File: config.mk
export PLATFORM = sky130hd
export DESIGN_NAME = mem_port_arbiter
export DESIGN_NICKNAME = d
export VERILOG_FILES = /design/src/rtl/mem_arb_pkg.sv /design/src/rtl/arb_grant_select.sv /design/src/rtl/mem_port_arbiter.sv
export SDC_FILE = /design/constraint.sdc
export NUM_CORES = 1
export LEC_CHECK = 0
export CAP_MARGIN = 20
export CORE_AREA = 2 2 80 82
export DETAILED_ROUTE_END_ITERATION = 7
export DIE_AREA = 0 0 82 84
export GPL_ROUTABILITY_DRIVEN = 0
export GPL_TIMING_DRIVEN = 0
export PLACE_DENSITY = 0.87
export SYNTH_ARGS = -nofsm -noshare
export SYNTH_HDL_FRONTEND = slang
export SYNTH_SLANG_ARGS = --single-unit
File: constraint.sdc
create_clock -name clk -period 2 [get_ports clk]
set_input_delay 0.4 -clock clk [delete_from_list [all_inputs] [get_ports clk]]
set_output_delay 0.4 -clock clk [all_outputs]
set_load 0.05 [all_outputs]
File: src/rtl/mem_arb_pkg.sv
// Shared types and owner encodings for the two-port memory arbiter.
package mem_arb_pkg;

  typedef logic [1:0] owner_t;

  localparam owner_t PORT0      = 2'd0;
  localparam owner_t PORT1      = 2'd1;
  localparam owner_t OWNER_NONE = 2'd2;

  localparam int unsigned NUM_PORTS = 2;

endpackage

File: src/rtl/arb_grant_select.sv
// Combinational grant pick: lock hold, then yield hand-off, then base policy.
// Base policy is round-robin when ARB_ROUND_ROBIN_EN is defined, else fixed priority to port 0.
module arb_grant_select
  import mem_arb_pkg::*;
(
  input  logic [NUM_PORTS-1:0] req,
  input  owner_t               owner,
  input  logic                 hold_ok,
  input  logic                 yield,
  input  logic                 last,
  output logic [NUM_PORTS-1:0] sel
);

  always_comb begin
    sel = '0;
    if ((owner != OWNER_NONE) && req[owner[0]] && !yield && hold_ok) begin
      sel[owner[0]] = 1'b1;
    end else if (yield) begin
      // The port that just finished a full burst steps aside for one cycle.
      if (req[~last]) begin
        sel[~last] = 1'b1;
      end else if (req[last]) begin
        sel[last] = 1'b1;
      end
    end else begin
`ifdef ARB_ROUND_ROBIN_EN
      if (&req) begin
        sel[~last] = 1'b1;
      end else begin
        sel = req;
      end
`else
      if (req[0]) begin
        sel = 2'b01;
      end else begin
        sel = req;
      end
`endif
    end
  end

endmodule

File: src/rtl/mem_port_arbiter.sv
// Two-requester arbiter in front of a single-port synchronous memory with burst locking.
// Define ARB_ROUND_ROBIN_EN for round-robin base policy; default is fixed priority to port 0.
module mem_port_arbiter
  import mem_arb_pkg::*;
#(
  parameter int unsigned DATA_WIDTH    = 32,
  parameter int unsigned ADDRESS_WIDTH = 12,
  parameter int unsigned MAX_BURST     = 4
) (
  input  logic                     clk,
  input  logic                     reset,
  input  logic                     req0,
  input  logic                     req1,
  input  logic                     we0,
  input  logic                     we1,
  input  logic                     lock0,
  input  logic                     lock1,
  input  logic [ADDRESS_WIDTH-1:0] addr0,
  input  logic [ADDRESS_WIDTH-1:0] addr1,
  input  logic [DATA_WIDTH-1:0]    wdata0,
  input  logic [DATA_WIDTH-1:0]    wdata1,
  output logic                     gnt0,
  output logic                     gnt1,
  output logic                     rvalid0,
  output logic                     rvalid1,
  output logic [DATA_WIDTH-1:0]    rdata,
  output logic                     mem_wEn,
  output logic [ADDRESS_WIDTH-1:0] mem_addr,
  output logic [DATA_WIDTH-1:0]    mem_dataIn,
  input  logic [DATA_WIDTH-1:0]    mem_dataOut
);

  localparam int unsigned CNT_W = $clog2(MAX_BURST + 1);

  owner_t                 owner;
  logic [CNT_W-1:0]       burst_cnt;
  logic                   last;
  logic                   yield;
  logic [NUM_PORTS-1:0]   req;
  logic [NUM_PORTS-1:0]   sel;
  logic [NUM_PORTS-1:0]   gnt;
  logic                   hold_ok;
  logic                   gidx;
  logic                   glock;
  logic [CNT_W-1:0]       cnt_inc;

  assign req     = {req1, req0};
  assign hold_ok = (burst_cnt < CNT_W'(MAX_BURST));

  arb_grant_select u_sel (
    .req     (req),
    .owner   (owner),
    .hold_ok (hold_ok),
    .yield   (yield),
    .last    (last),
    .sel     (sel)
  );

  // No access is accepted while reset is held.
  assign gnt   = sel & {NUM_PORTS{~reset}};
  assign gnt0  = gnt[0];
  assign gnt1  = gnt[1];
  assign rdata = mem_dataOut;

  always_comb begin
    mem_wEn    = 1'b0;
    mem_addr   = '0;
    mem_dataIn = '0;
    if (gnt[0]) begin
      mem_wEn    = we0;
      mem_addr   = addr0;
      mem_dataIn = wdata0;
    end else if (gnt[1]) begin
      mem_wEn    = we1;
      mem_addr   = addr1;
      mem_dataIn = wdata1;
    end
  end

  // Burst count for the granted port: continue the running burst or start at 1.
  always_comb begin
    gidx    = gnt[1];
    glock   = gidx ? lock1 : lock0;
    cnt_inc = CNT_W'(1);
    if (owner == {1'b0, gidx}) begin
      cnt_inc = (burst_cnt == CNT_W'(MAX_BURST)) ? burst_cnt : burst_cnt + CNT_W'(1);
    end
  end

  always_ff @(posedge clk) begin
    if (reset) begin
      owner     <= OWNER_NONE;
      burst_cnt <= '0;
      last      <= 1'b1;
      yield     <= 1'b0;
      rvalid0   <= 1'b0;
      rvalid1   <= 1'b0;
    end else begin
      rvalid0   <= gnt[0] & ~we0;
      rvalid1   <= gnt[1] & ~we1;
      owner     <= OWNER_NONE;
      burst_cnt <= '0;
      yield     <= 1'b0;
      if (|gnt) begin
        last <= gidx;
        if (glock) begin
          if (cnt_inc == CNT_W'(MAX_BURST)) begin
            yield <= 1'b1;
          end else begin
            owner     <= owner_t'({1'b0, gidx});
            burst_cnt <= cnt_inc;
          end
        end
      end
    end
  end

endmodule

# --- Yosys cells after proc, flatten, opt, wreduce, memory -nomap -nowiden ---
# Cells that the tools add are included.
word_totals:
  reg_bits: 9
  in_bits: 128
classes:
  muxes: 28
  bitwise: 9
  reduce_logical: 10
  eq_ne: 4
  add_sub_neg: 1
  magnitude_cmp: 7
op_table:
  columns: ["cell", "n"]
  rows:
  - ["two-way mux 32 bit", 2]
  - ["two-way mux 12 bit", 2]
  - ["two-way mux 1 bit", 13]
  - ["two-way mux 2 bit", 6]
  - ["== test 3 bit, second input constant", 2]
  - ["logical AND 1 bit", 6]
  - ["< comparator 1 x 2 -> 1 bit, second input constant", 3]
  - ["two-way mux 3 bit", 2]
  - ["NOT 1 bit", 6]
  - ["OR reduction 4 bit", 1]
  - ["adder 3 x 1 -> 3 bit, second input constant", 1]
  - ["demux 1 bit (select 1 bit)", 3]
  - [">= comparator 1 bit, second input constant", 3]
  - ["< comparator 3 bit, second input constant", 1]
  - ["OR reduction 3 bit", 1]
  - ["bitwise AND 1 bit", 2]
  - ["bitwise AND 2 bit", 1]
  - ["== test 2 x 1 -> 1 bit", 1]
  - ["inequality test 2 bit, second input constant", 1]
  - ["OR reduction 2 bit", 1]
  - ["logical NOT 1 bit", 1]

# --- Depth between registers and ports, before layout ---
depth:
  word_depth: 13
  mapped_depth: 6
  depth_no_buf: 6

# --- Hierarchy ---
# From an unflattened synthesis, not the netlist that was laid out.
unflattened:
  hier_cells: 136
  area_unflattened_um2: 1146.1
by_module_without_submodules:
  columns: ["mod", "cells_per_inst", "n_inst", "area_per_inst_um2", "seq_area_each_um2"]
  rows:
  - ["mem_port_arbiter", 129, 1, 1099.8, 180.2]
  - ["arb_grant_select", 7, 1, 46.3, 0.0]

# --- Worst setup path after synthesis ---
# Ideal clock, no wire load.
synth_path:
  path_type: "register to output"
  startpoint: "register burst_cnt[2]"
  endpoint: "output mem_dataIn[10]"
  stages_incl_launch_ff: 5
  arrival_time_ns: 2.024
  setup_slack_ns: -0.424
  path_cell_list: "dfxtp_1 > and4bb_2 > nor3_2 > clkbuf_1 > a22o_1"
synth_between:
  word_cells_on_any_way: 6
synth_rtl:
  columns: ["element", "line_no", "rtl"]
  rows:
  - ["start: declaration", "mem_port_arbiter.sv:36", "logic [CNT_W-1:0] burst_cnt;"]
  - ["start signal: assignment", "mem_port_arbiter.sv:111", "burst_cnt <= cnt_inc;"]
  - ["< comparator 3 bit", "mem_port_arbiter.sv:48", "assign hold_ok = (burst_cnt < CNT_W'(MAX_BURST));"]
  - ["logical AND 1 bit", "arb_grant_select.sv:16", "if ((owner != OWNER_NONE) && req[owner[0]] && !yield && hold_ok) begin"]
  - ["two-way mux 2 bit", "arb_grant_select.sv:16", null]
  - ["bitwise AND 2 bit", "mem_port_arbiter.sv:60", "assign gnt = sel & {NUM_PORTS{~reset}};"]
  - ["named net gnt0", "mem_port_arbiter.sv:22", "output logic gnt0,"]
  - ["two-way mux 32 bit", "mem_port_arbiter.sv:69", "if (gnt[0]) begin"]
  - ["end: declaration", "mem_port_arbiter.sv:29", "output logic [DATA_WIDTH-1:0] mem_dataIn,"]
# The timed path passes the listed nets, and every way through them passes these cells.

# --- Worst setup path after layout ---
layout_path:
  startpoint: "register yield"
  endpoint: "output mem_dataIn[6]"
layout_between:
  elab_chain_len: 7
  word_cells_on_any_way: 8
layout_rtl:
  columns: ["element", "line_no", "rtl"]
  rows:
  - ["start: declaration", "mem_port_arbiter.sv:38", "logic yield;"]
  - ["start signal: assignment", "mem_port_arbiter.sv:95", "yield <= 1'b0;"]
  - ["start signal: assignment", "mem_port_arbiter.sv:103", "yield <= 1'b0;"]
  - ["start signal: assignment", "mem_port_arbiter.sv:108", "yield <= 1'b1;"]
  - ["logical NOT 1 bit", "arb_grant_select.sv:16", null]
  - ["logical AND 1 bit (2 in a row)", "arb_grant_select.sv:16", null]
  - ["two-way mux 2 bit (*)", "arb_grant_select.sv:16", null]
  - ["bitwise AND 2 bit (*)", "mem_port_arbiter.sv:60", null]
  - ["two-way mux 32 bit", "mem_port_arbiter.sv:73", "end else if (gnt[1]) begin"]
  - ["two-way mux 32 bit (*)", "mem_port_arbiter.sv:69", null]
# Every way passes the cells marked *; elsewhere a longest branch is shown, timed or not.

==> qor.yml <==
design.die.area_mm2: 0.00689
synth.top_cell.area_share: 0.345
synth_enable_flop_cells: 0
num_rows: 29
clock-skew-final_ns: 0.000273
setup.worst_path.end_class: "output pin"
postSynth.asyncResetShare: 0
pwr_density_cell_mw_per_mm2: 391
post-dp-hpwl_um: 5150
cp_max_fo: 6
route.antenna.remaining_nets: 0
initial_core_util: 0.192
p_sw_uw: 618
cp_num_buf_inv: 3
via_per_inst: 4.69
finalHoldViolCount: 0
tritoncts_clock_tree: "yes"
post_synth_instance_area_mm2: 0.00117
first_global_vias: 2065
grt_antenna_before_repair: 0
timing.critical_path.from_type: "flop"
port_buffers: 176
timing.max_slew.rel_slack: 0.654
synth.net_count: 265
synth_top_flop_cell: "sky130_fd_sc_hd__dfxtp_1"
fill_cells: 475
cts.reportedPaths.clkPinSlew_ns: 0.04
synth.most_common_cell: "sky130_fd_sc_hd__a22o_1"
pin_count_of_the_biggest_net_entering_global_routing: 11
cts_max_path_buffers: 2
slew_worst_pin_ns: 0.517
power_share_of_the_clock_group: 0.143
num-nets-final: 465
worst_ir_drop_vdd_v: 0.000397
globalRouteTotalUtil: 0.185
power.total_uw: 1480
critical_path.max_stage_delay_ns: 0.41
worst_path_dominant_cell_family: "buffers and inverters"
final_layout_size_suffix_gt1_frac: 0.485
numPlacedInstances: 388
detailedRoute.firstPassIterationCount: 4
die_x_um: 82
hold_buffers: 0
core_region_area_mm2: 0.00610
share_comb_of_total_power: 0.729
finalWorstPathRequiredPeriod_ns: 2.21
timing.max_cap.violations: 0
areaGrowthSynthToFinish_pct: 224
ys.warnings.count: 0
worstPathCellList: "or3b_4 > a31oi_4 > buf_6 > clkbuf_16 > a22o_4 > buf_8"
cts_made_buffers: 3
clk_latency_worst_skew_pair_ns: 0.23
p_int_uw: 860
finished_layout_cells: 411
final_core_util: 0.620
yosysUniqueCellTypes: 33
cts_max_level: 1
seq_power_share: 0.127
synth_top_cells_by_count: "sky130_fd_sc_hd__a22o_1, sky130_fd_sc_hd__buf_4, sky130_fd_sc_hd__dfxtp_1, sky130_fd_sc_hd__buf_2, sky130_fd_sc_hd__inv_1"
synth_area_leader_cell: "sky130_fd_sc_hd__a22o_1"
synth.avg_cell_area_um2: 8.66
fmax_mhz: 453
rrSetupSlack_ns: 0.21
power_leakage_uw: 0.00167
ios: 209
finalWirelength_um: 7580
cts-root-buf: "sky130_fd_sc_hd__clkbuf_8"
hold-worst-slack_ns: 0.506
final_routed_wire_length_divided_by_cell_count_um: 18.5
postSynthRegisterBits: 9
crit_arrival_ns: 1.81
postSynthCellCount: 135
synth_sequential_area_ratio: 0.154
type_of_the_worst_setup_path: "flop to output pin"
first_pass_grt_wire_length_um: 10000
layout_worst_path_cycle_share: 1.10
finalMaxSlewViolations: 0
fp.dieH_um: 84
drc: 0
finalWorstSetupSlack_ns: -0.208
detail_route.iter0.violations: 37
grt_setup_unrepaired: "yes"
vias: 1926
top_cells_by_area_in_the_synthesized_netlist: "sky130_fd_sc_hd__a22o_1, sky130_fd_sc_hd__buf_4, sky130_fd_sc_hd__dfxtp_1"
grt.overflow.total: 0
outcome: "finished, violations left"
netSwitchingFraction: 0.418
required_ns: 1.60
setup_violation_total_in_the_final_timing_report: 46
failed_checks: "negative setup slack"
diodes: 0
cts.sinks: 9
cp_slowest_cell: "sky130_fd_sc_hd__or3b_4"
worstHoldPathType: "flop to flop"
==> power by group through the flow <==
stage | logic [uW] | registers [uW] | clock network, uW
3_3_place_gp | 895 | 193 | 0
2_1_floorplan | 511 | 197 | 0
4_1_cts | 1020 | 188 | 215
5_1_grt | 1120 | 189 | 239
6_report | 1080 | 188 | 212
3_5_place_dp | 905 | 193 | 0
==> flip-flops by register name, indices dropped and copies added, names as in the netlist <==
register   flops
rvalid1        1
owner          2
rvalid0        1
yield          1
burst_cnt      3
last           1
==> cell families after synthesis <==
family	share of synthesized area
AOI/OAI and AO/OA	0.443
xor gates and xnor gates	0.00750
and+or+nand+nor	0.104
buffers and inverters	0.270
adders and majority gates	0.0214
DFF	0.154
==> through the flow <==
stage | cell area [um2] | setup TNS [ns] | setup slack, ns
floorplan | 1220 | -0.797 | -0.0996
global placement | 3080 | -58.68 | -1.38
detailed placement | 3080 | -60.20 | -1.43
CTS | 3560 | -7.67 | -0.216
global route | 3780 | -11.18 | -0.284
finish | 3780 | -7.76 | -0.208
==> final timing paths <==
kind         cells after the start            end      from
max                              6  mem_dataIn[6]     yield
min                              1       owner[0]  owner[1]
max reg2reg                      7          yield     yield
min reg2reg                      1       owner[0]  owner[1]
==> worst reg2reg max path, stage by stage, from the launching register on <==
cell and delay [ns]:
sky130_fd_sc_hd__dfxtp_2 0.32, sky130_fd_sc_hd__or3b_4 0.41, sky130_fd_sc_hd__a31oi_4 0.23, sky130_fd_sc_hd__buf_6 0.17
sky130_fd_sc_hd__buf_6 0.11, sky130_fd_sc_hd__buf_4 0.11, sky130_fd_sc_hd__a22oi_2 0.10, sky130_fd_sc_hd__nor3_1 0.23
==> area by class of cell <==
cell class                      count  area, um2  area share
Inverter                            5       18.8     0.00496
Timing Repair Buffer              197       2170       0.573
Tap cell                           77       96.3      0.0255
Multi-Input combinational cell     79        933       0.247
Clock buffer                        4       45.0      0.0119
Buffer                             40        334      0.0884
Sequential cell                     9        186      0.0493
==> cells in the final DEF, fill, tap and decap left out, types with 2 or more instances in the layout <==
| cell type | n |
|---|---|
| sky130_fd_sc_hd__clkbuf_16 | 2 |
| sky130_fd_sc_hd__a21oi_1 | 3 |
| sky130_fd_sc_hd__nand2b_4 | 2 |
| sky130_fd_sc_hd__dfxtp_1 | 6 |
| sky130_fd_sc_hd__dfxtp_2 | 2 |
| sky130_fd_sc_hd__buf_4 | 43 |
| sky130_fd_sc_hd__buf_6 | 32 |
| sky130_fd_sc_hd__a22o_2 | 13 |
| sky130_fd_sc_hd__dlygate4sd2_1 | 2 |
| sky130_fd_sc_hd__a22o_1 | 8 |
| sky130_fd_sc_hd__nor3_1 | 3 |
| sky130_fd_sc_hd__a22o_4 | 25 |
| sky130_fd_sc_hd__buf_8 | 30 |
| sky130_fd_sc_hd__ha_1 | 2 |
| sky130_fd_sc_hd__clkbuf_8 | 3 |
| sky130_fd_sc_hd__inv_1 | 5 |
| sky130_fd_sc_hd__clkdlybuf4s50_1 | 126 |
==> per-layer routing <==
layer	up-vias	part of all wire	global-route usage
met5	-	0	0
li1	895	-	-
met3	18	0.074	0.0476
met4	0	0.024	0.0530
met2	107	0.56	0.363
met1	906	0.35	0.182
==> timing repair <==
| item | CTS | global route |
|---|---|---|
| gates cloned | 3 | 2 |
| buffers inserted | 13 | 4 |
| setup endpoints to repair | 47 | 47 |
| pin swaps | 13 | 9 |
| gates resized for setup | 394 | 32 |
(Power assumes the default switching activity.)
